[src/rtl/seq_generator.sv]
// Serial pattern transmitter: sends a latched PATTERN_W-bit pattern MSB-first,
// repeated N times (0 = until abort) with an optional idle gap between frames.
module seq_generator #(
  parameter int PATTERN_W = 4,
  parameter int COUNT_W   = 8,
  parameter int GAP_W     = 4
) (
  input  logic                 clock,
  input  logic                 reset_n,
  input  logic                 start,
  input  logic                 abort,
  input  logic [PATTERN_W-1:0] pattern_in,
  input  logic [COUNT_W-1:0]   repeat_count,
  input  logic [GAP_W-1:0]     gap_cycles,
  output logic                 sequence_out,
  output logic                 bit_valid,
  output logic                 frame_start,
  output logic                 busy,
  output logic                 done
);

  localparam int IDX_W = (PATTERN_W > 1) ? $clog2(PATTERN_W) : 1;

  typedef enum logic [1:0] {IDLE, SHIFT, GAP, DONE} state_t;

  state_t               state_q, state_d;
  logic [PATTERN_W-1:0] pat_q, pat_d;
  logic [PATTERN_W-1:0] sh_q, sh_d;
  logic [COUNT_W-1:0]   cnt_q, cnt_d;
  logic [GAP_W-1:0]     gcfg_q, gcfg_d;
  logic [GAP_W-1:0]     gcnt_q, gcnt_d;
  logic [IDX_W-1:0]     idx_q, idx_d;
  logic                 seq_q, seq_d;
  logic                 vld_q, vld_d;
  logic                 fs_q, fs_d;
  logic                 busy_q, busy_d;
  logic                 done_q, done_d;

  logic                 go;
  logic [PATTERN_W-1:0] go_pat;
  logic                 last_bit;
  logic                 last_frame;

  assign last_bit   = (idx_q == IDX_W'(PATTERN_W - 1));
  assign last_frame = (cnt_q == COUNT_W'(1));

  always_comb begin
    state_d = state_q;
    pat_d   = pat_q;
    sh_d    = sh_q;
    cnt_d   = cnt_q;
    gcfg_d  = gcfg_q;
    gcnt_d  = gcnt_q;
    idx_d   = idx_q;
    seq_d   = 1'b0;
    vld_d   = 1'b0;
    fs_d    = 1'b0;
    busy_d  = 1'b0;
    done_d  = 1'b0;
    go      = 1'b0;
    go_pat  = pat_q;

    case (state_q)
      IDLE: begin
        if (start && !abort) begin
          pat_d  = pattern_in;
          cnt_d  = repeat_count;
          gcfg_d = gap_cycles;
          go     = 1'b1;
          go_pat = pattern_in;
        end
      end
      SHIFT: begin
        if (abort) begin
          state_d = IDLE;
        end else if (!last_bit) begin
          idx_d  = idx_q + 1'b1;
          seq_d  = sh_q[PATTERN_W-1];
          sh_d   = sh_q << 1;
          vld_d  = 1'b1;
          busy_d = 1'b1;
        end else if (last_frame) begin
          state_d = DONE;
          done_d  = 1'b1;
        end else begin
          // A zero count means continuous mode, so it is never decremented.
          if (cnt_q != '0) cnt_d = cnt_q - 1'b1;
          if (gcfg_q == '0) begin
            go = 1'b1;
          end else begin
            state_d = GAP;
            gcnt_d  = gcfg_q;
            busy_d  = 1'b1;
          end
        end
      end
      GAP: begin
        if (abort) begin
          state_d = IDLE;
        end else if (gcnt_q == GAP_W'(1)) begin
          go = 1'b1;
        end else begin
          gcnt_d = gcnt_q - 1'b1;
          busy_d = 1'b1;
        end
      end
      DONE: begin
        state_d = IDLE;
      end
      default: begin
        state_d = IDLE;
      end
    endcase

    // Common frame launch: first bit goes out directly, the rest are shifted.
    if (go) begin
      state_d = SHIFT;
      idx_d   = '0;
      seq_d   = go_pat[PATTERN_W-1];
      sh_d    = go_pat << 1;
      vld_d   = 1'b1;
      fs_d    = 1'b1;
      busy_d  = 1'b1;
    end
  end

  always_ff @(posedge clock or negedge reset_n) begin
    if (!reset_n) begin
      state_q <= IDLE;
      pat_q   <= '0;
      sh_q    <= '0;
      cnt_q   <= '0;
      gcfg_q  <= '0;
      gcnt_q  <= '0;
      idx_q   <= '0;
      seq_q   <= 1'b0;
      vld_q   <= 1'b0;
      fs_q    <= 1'b0;
      busy_q  <= 1'b0;
      done_q  <= 1'b0;
    end else begin
      state_q <= state_d;
      pat_q   <= pat_d;
      sh_q    <= sh_d;
      cnt_q   <= cnt_d;
      gcfg_q  <= gcfg_d;
      gcnt_q  <= gcnt_d;
      idx_q   <= idx_d;
      seq_q   <= seq_d;
      vld_q   <= vld_d;
      fs_q    <= fs_d;
      busy_q  <= busy_d;
      done_q  <= done_d;
    end
  end

  assign sequence_out = seq_q;
  assign bit_valid    = vld_q;
  assign frame_start  = fs_q;
  assign busy         = busy_q;
  assign done         = done_q;

endmodule
[config.mk]
export PLATFORM = sky130hd
export DESIGN_NAME = seq_generator
export DESIGN_NICKNAME = d
export VERILOG_FILES = /design/src/rtl/seq_generator.sv
export SDC_FILE = /design/constraint.sdc
export NUM_CORES = 1
export LEC_CHECK = 0
export CAP_MARGIN = 20
export CORE_MARGIN = 2
export CORE_UTILIZATION = 49
export DETAILED_ROUTE_END_ITERATION = 10
export GPL_TIMING_DRIVEN = 0
export HOLD_SLACK_MARGIN = 0.08
export PLACE_DENSITY = 0.74
export SKIP_LAST_GASP = 1
export SLEW_MARGIN = 20
export SYNTH_ARGS = -nofsm -noshare
export SYNTH_HDL_FRONTEND = slang
export SYNTH_SLANG_ARGS = --single-unit
export TNS_END_PERCENT = 30
[constraint.sdc]
create_clock -name clock -period 3 [get_ports clock]
set_input_delay 0.6 -clock clock [delete_from_list [all_inputs] [get_ports clock]]
set_output_delay 0.6 -clock clock [all_outputs]
set_load 0.01 [all_outputs]
======== Word-level counts from Yosys, hierarchy flattened ========
Index checks and enable logic that the tools add are counted.
cells by class
  reductions and logical operators ........ 14
  add/sub/neg operators ................... 3
  muxes and demuxes ....................... 59
  equality and inequality tests ........... 19
operators with widths
  kind                 number
  $mux 4               12
  $mux 8               5
  $mux 1               27
  $mux 2               10
  $ne 2x2->1 const B   9
  $pmux 8 s2           1
  $eq 8x1->1 const B   1
  $pmux 4 s2           1
  $reduce_bool 8->1    1
  $sub 8x1->8 const B  1
  $reduce_and 7->1     1
  $eq 2x2->1 const B   3
  $pmux 2 s3           1
  $reduce_and 6->1     1
  $reduce_bool 2->1    3
  $ne 5x5->1 const B   1
  $eq 4x1->1 const B   1
  $logic_not 4->1      1
  $ne 4x4->1 const B   1
  $reduce_and 4->1     1
  $reduce_bool 4->1    1
  $sub 4x1->4 const B  1
  $ne 3x3->1 const B   1
  $pmux 1 s3           1
  other kinds (9)      9
storage, ports and cells
  register bits ........................... 33
  bits of input ports ..................... 20
  output and inout port bits .............. 5
  logic and storage cells ................. 107

======== Logic depth before layout (Yosys ltp) ========
  word-level depth ........................ 8
  depth in mapped cells ................... 8
  mapped depth without buffers ............ 6

======== Worst setup path after synthesis ========
OpenSTA, ideal clock, no wires.
  path type ............................... register -> register
  start point ............................. reg gcnt_q[1]
  end point ............................... reg sh_q[1]
  stages on the path, launching flop included .. 9
  slack ................................... 0.974 ns
  buffers on the path ..................... 2
  period minus slack after synthesis ...... 2.026 ns
  data required time ...................... 2.875 ns
  data arrival time ....................... 1.900 ns
  library setup time ...................... 0.125 ns
  cell sequence ........................... dfrtp_1 > inv_1 > ha_1 > or3b_1 > clkbuf_1 > o31ai_2 > o21a_1 > buf_6 > mux2_4
on the way
  longest elaborated chain between the ends .. 6
  elaborated cells on any way between the ends .. 9
  those cells by class .................... eq/ne: 3; mux: 4; reduce/logical: 2
RTL lines
  element                                              RTL line  RTL
  from (decl)                                          31        logic [GAP_W-1:0] gcnt_q, gcnt_d;
  from (signal assigned)                               147       gcnt_q <= gcnt_d;
  $eq 4x1->1 (*)                                       100       end else if (gcnt_q == GAP_W'(1)) begin
  $mux 1 (*)                                           100
  $mux 1 (*)                                           98        if (abort) begin
  $pmux 1 s3 (*)                                       63        case (state_q)
  $ne 2x2->1 (no source line) (tied with other cells)  -
  $reduce_and 3->1 (no source line)                    -
  to (signal assigned)                                 131       sh_q <= '0;
  to (signal assigned)                                 144       sh_q <= sh_d;
  to (decl)                                            28        logic [PATTERN_W-1:0] sh_q, sh_d;
Mark *: on every way between the ends. The rest lies on a longest branch, timed or not.
A chain may end at the register's enable or synchronous reset.

======== Final worst setup path ========
  start point ............................. in abort
  end point ............................... reg sh_q[3]
on the way
  longest elaborated chain between the ends .. 6
  elaborated cells on any way between the ends .. 13
  those cells by class .................... eq/ne: 2; mux: 7; reduce/logical: 4
RTL lines
  element                                              RTL line  RTL
  from (decl)                                          11        input logic abort,
  $logic_not 1->1                                      65        if (start && !abort) begin
  $logic_and 1x1->1                                    65
  $mux 1                                               65
  $pmux 1 s3                                           63
  $ne 2x2->1 (no source line) (tied with other cells)  -
  $reduce_and 3->1 (no source line)                    -
Parallel ways exist; a longest one is shown, timed or not.

==> flow_metrics.env <==
export IMPL_ant_nets=0
export IMPL_vdd_drop_max_uv=484
export IMPL_cts_resized_gates=0
export IMPL_totalWireLength_um=4070
export IMPL_gr_max_usage_layer="met2"
export IMPL_hold_class="input pin to async pin"
export IMPL_maxCapViolCount=0
export IMPL_slew_viol_final=0
export IMPL_ys_top_cells_by_area="dfrtp_1 40%, ha_1 5.6%, mux2_2 5.6%, a31oi_1 2.5%, o21ai_0 2.5%"
export IMPL_antenna_cells=0
export IMPL_place_hpwl_um=2970
export IMPL_synthArstFlopShare_pct=100
export IMPL_crit_type="input pin to flop"
export IMPL_crit_path_start_kind="input pin"
export IMPL_avgRoutedWirePerCell_um=14.7
export IMPL_cts_hold_buf=0
export IMPL_cts_clk_slew_worst_paths_ns=0.07
export IMPL_drt_iter0_drc=132
export IMPL_cts_setup_buffers=0
export IMPL_cts_num_sinks=32
export IMPL_period_share_pct=80.3
export IMPL_power_density_nw_per_um2=904
export IMPL_fin_skew_ns=0.00698
export IMPL_setup_slack_ns=0.591
export IMPL_first_pass_iters=4
export IMPL_rsz0062_at_grt="no"
export IMPL_setup_viol=0
export IMPL_synth_nets=224
export IMPL_grt_max_degree=33
export IMPL_cts_buffers=5
export IMPL_area_growth_pct=19.6
export IMPL_grt_usage_pct=19.9
export IMPL_slew_headroom_pct=54.4
export IMPL_slowest_stage="clkdlybuf4s50_1"
export IMPL_layout_commonest_cell="dfrtp_1"
export IMPL_r2r_start="gcnt_q[1]"
export IMPL_routed_via_density=5.79
export IMPL_met1_usage_pct=28.1
export IMPL_reg2reg_setup_slack_ns=0.74
export IMPL_arrival_ns=2.57
export IMPL_vias=1604
export IMPL_pre_cts_slack_ns=0.308
export IMPL_gr_usage_met3_pct=3.45
export IMPL_r2r_end="sh_q[3]"
export IMPL_cp_max_fo=10
export IMPL_avgSynthCellArea_sq_um=10.2
export IMPL_synth_edf_count=0
export IMPL_dieArea_sq_um=4600
export IMPL_tritoncts="built"
export IMPL_totalPowerFinal_mw=2.16
export IMPL_antenna_found_initial=0
export IMPL_grt_pass1_wl_um=6840
export IMPL_endpoint="sh_q[3]"
export IMPL_fin_setup_tns_ns=0
export IMPL_gp_congestion=0.803
export IMPL_crit_start="abort"
export IMPL_reg2reg_depth=8
export IMPL_mostFrequentLayoutCells="32 x dfrtp_1, 23 x clkdlybuf4s50_1, 12 x inv_1"
export IMPL_start_util_pct=50.3
export IMPL_root_buffer="clkbuf_8"
export IMPL_critical_path_required_ns=3.16
export IMPL_synthCells=195
export IMPL_post_route_util_pct=60.1
export IMPL_rows=23
export IMPL_drive_gt1_share_pct=17.2
export IMPL_post_route_min_period_ns=2.41
export IMPL_ys_flop_type="dfrtp_1"
export IMPL_die_h_um=67.8
export IMPL_coreArea_sq_um=3970
export IMPL_die_w_um=67.8
export IMPL_ios=25
export IMPL_met2_usage_pct=30.4
export IMPL_clock_path_buffers=2
export IMPL_grt_pass1_vias=1498
export IMPL_final_net_count=255
export IMPL_hold_ws_ns=0.354
export IMPL_overflow=0
export IMPL_power_leakage_nw=0.943
export IMPL_ys_seq_area_share_pct=40.1
export IMPL_endpoint_kind="flop"
export IMPL_io_buffers=24
export IMPL_synth_distinct_cells=57
export IMPL_tightest_slew_ns=0.684
export IMPL_status="complete, no violations"
export IMPL_ys_warn_count=0
export IMPL_critPathMaxStageDelay_ns=0.49
export IMPL_fmax_mhz=415
export IMPL_final_hold_viol_count=0
export IMPL_syn_cell_area_sq_um=2000
export IMPL_route_detailed_drc=0
export IMPL_clk_latency_ns=0.28
export IMPL_crit_chain="clkdlybuf4s50_1 -> buf_2 -> nand3b_1 -> o31ai_2 -> o21a_1 -> buf_6 -> mux2_4"
export IMPL_synth_top_cell_by_area="dfrtp_1"
export IMPL_ys_seq_elements=32
export IMPL_synth_top_area_share_pct=40.1
export IMPL_htreeDepth=2
area by class of cell:
| class | instances | area [sq um] |
|---|---|---|
| fill | 362 | 1580 |
| multi-input combinational | 141 | 1090 |
| sequential | 32 | 801 |
| timing repair buffer | 24 | 235 |
| clock buffer | 7 | 86.3 |
| tap | 50 | 62.6 |
| buffer | 9 | 58.8 |
| inverter | 13 | 48.8 |
| clock inverter | 1 | 7.51 |
kinds of logic after synthesis:
logic type      share of synthesized area [%]
compound gates                           19.1
mux                                      8.90
xor+xnor                                0.439
buf+inv                                  5.39
flops                                    40.1
fa+ha+maj                                5.64
simple gates                             20.4
layer usage:
metal | wire length (um) | share of wire (%)
met3 | 160 | 3.9
met4 | 74 | 1.8
met2 | 1860 | 46
met1 | 1970 | 48
met5 | 0 | 0
stage by stage:
| step | std cells | instance area [sq um] |
|---|---|---|
| 2_1_floorplan | 195 | 2000 |
| 3_3_place_gp | 269 | 2300 |
| 3_5_place_dp | 269 | 2290 |
| 4_1_cts | 277 | 2390 |
| 5_1_grt | 277 | 2390 |
| 6_report | 277 | 2390 |
cell usage after synthesis, types with 4 or more instances:
library cell  number
clkbuf_1           4
inv_1             12
mux2_2            10
nand2_1            7
nand3_1            4
dfrtp_1           32
a21oi_1            7
o21ai_0           10
ha_1               9
nor3_1             8
nor2_1            11
a31oi_1            8
report_power, final:
part	total, mW	switching [mW]	leakage, nW	internal [mW]
registers	0.783	0.157	0.394	0.626
clock network	0.345	0.159	0.0445	0.186
logic	1.03	0.543	0.504	0.487
worst max-delay path, delay by kind of cell:
kind	cells	cell delay [ns]
simple gates	1	0.43
compound gates	2	0.38
buf+inv	3	0.86
mux	1	0.29
worst min path at each step:
stage / startpoint / endpoint / slack [ns]
after floorplan: reset_n / bit_valid / 0.30
after global placement: pat_q[0] / pat_q[0] / 0.48
after detailed placement: pat_q[1] / pat_q[1] / 0.49
after CTS: reset_n / gcfg_q[0] / 0.39
after global routing: reset_n / state_q[0] / 0.44
final: reset_n / cnt_q[4] / 0.35
registers in the layout (all words and copies together) (netlist names), 2 cells and up:
register  flops
cnt_q         8
gcfg_q        4
gcnt_q        4
idx_q         2
pat_q         4
sh_q          3
state_q       2
Note: power is estimated with default switching activity, not from simulation.
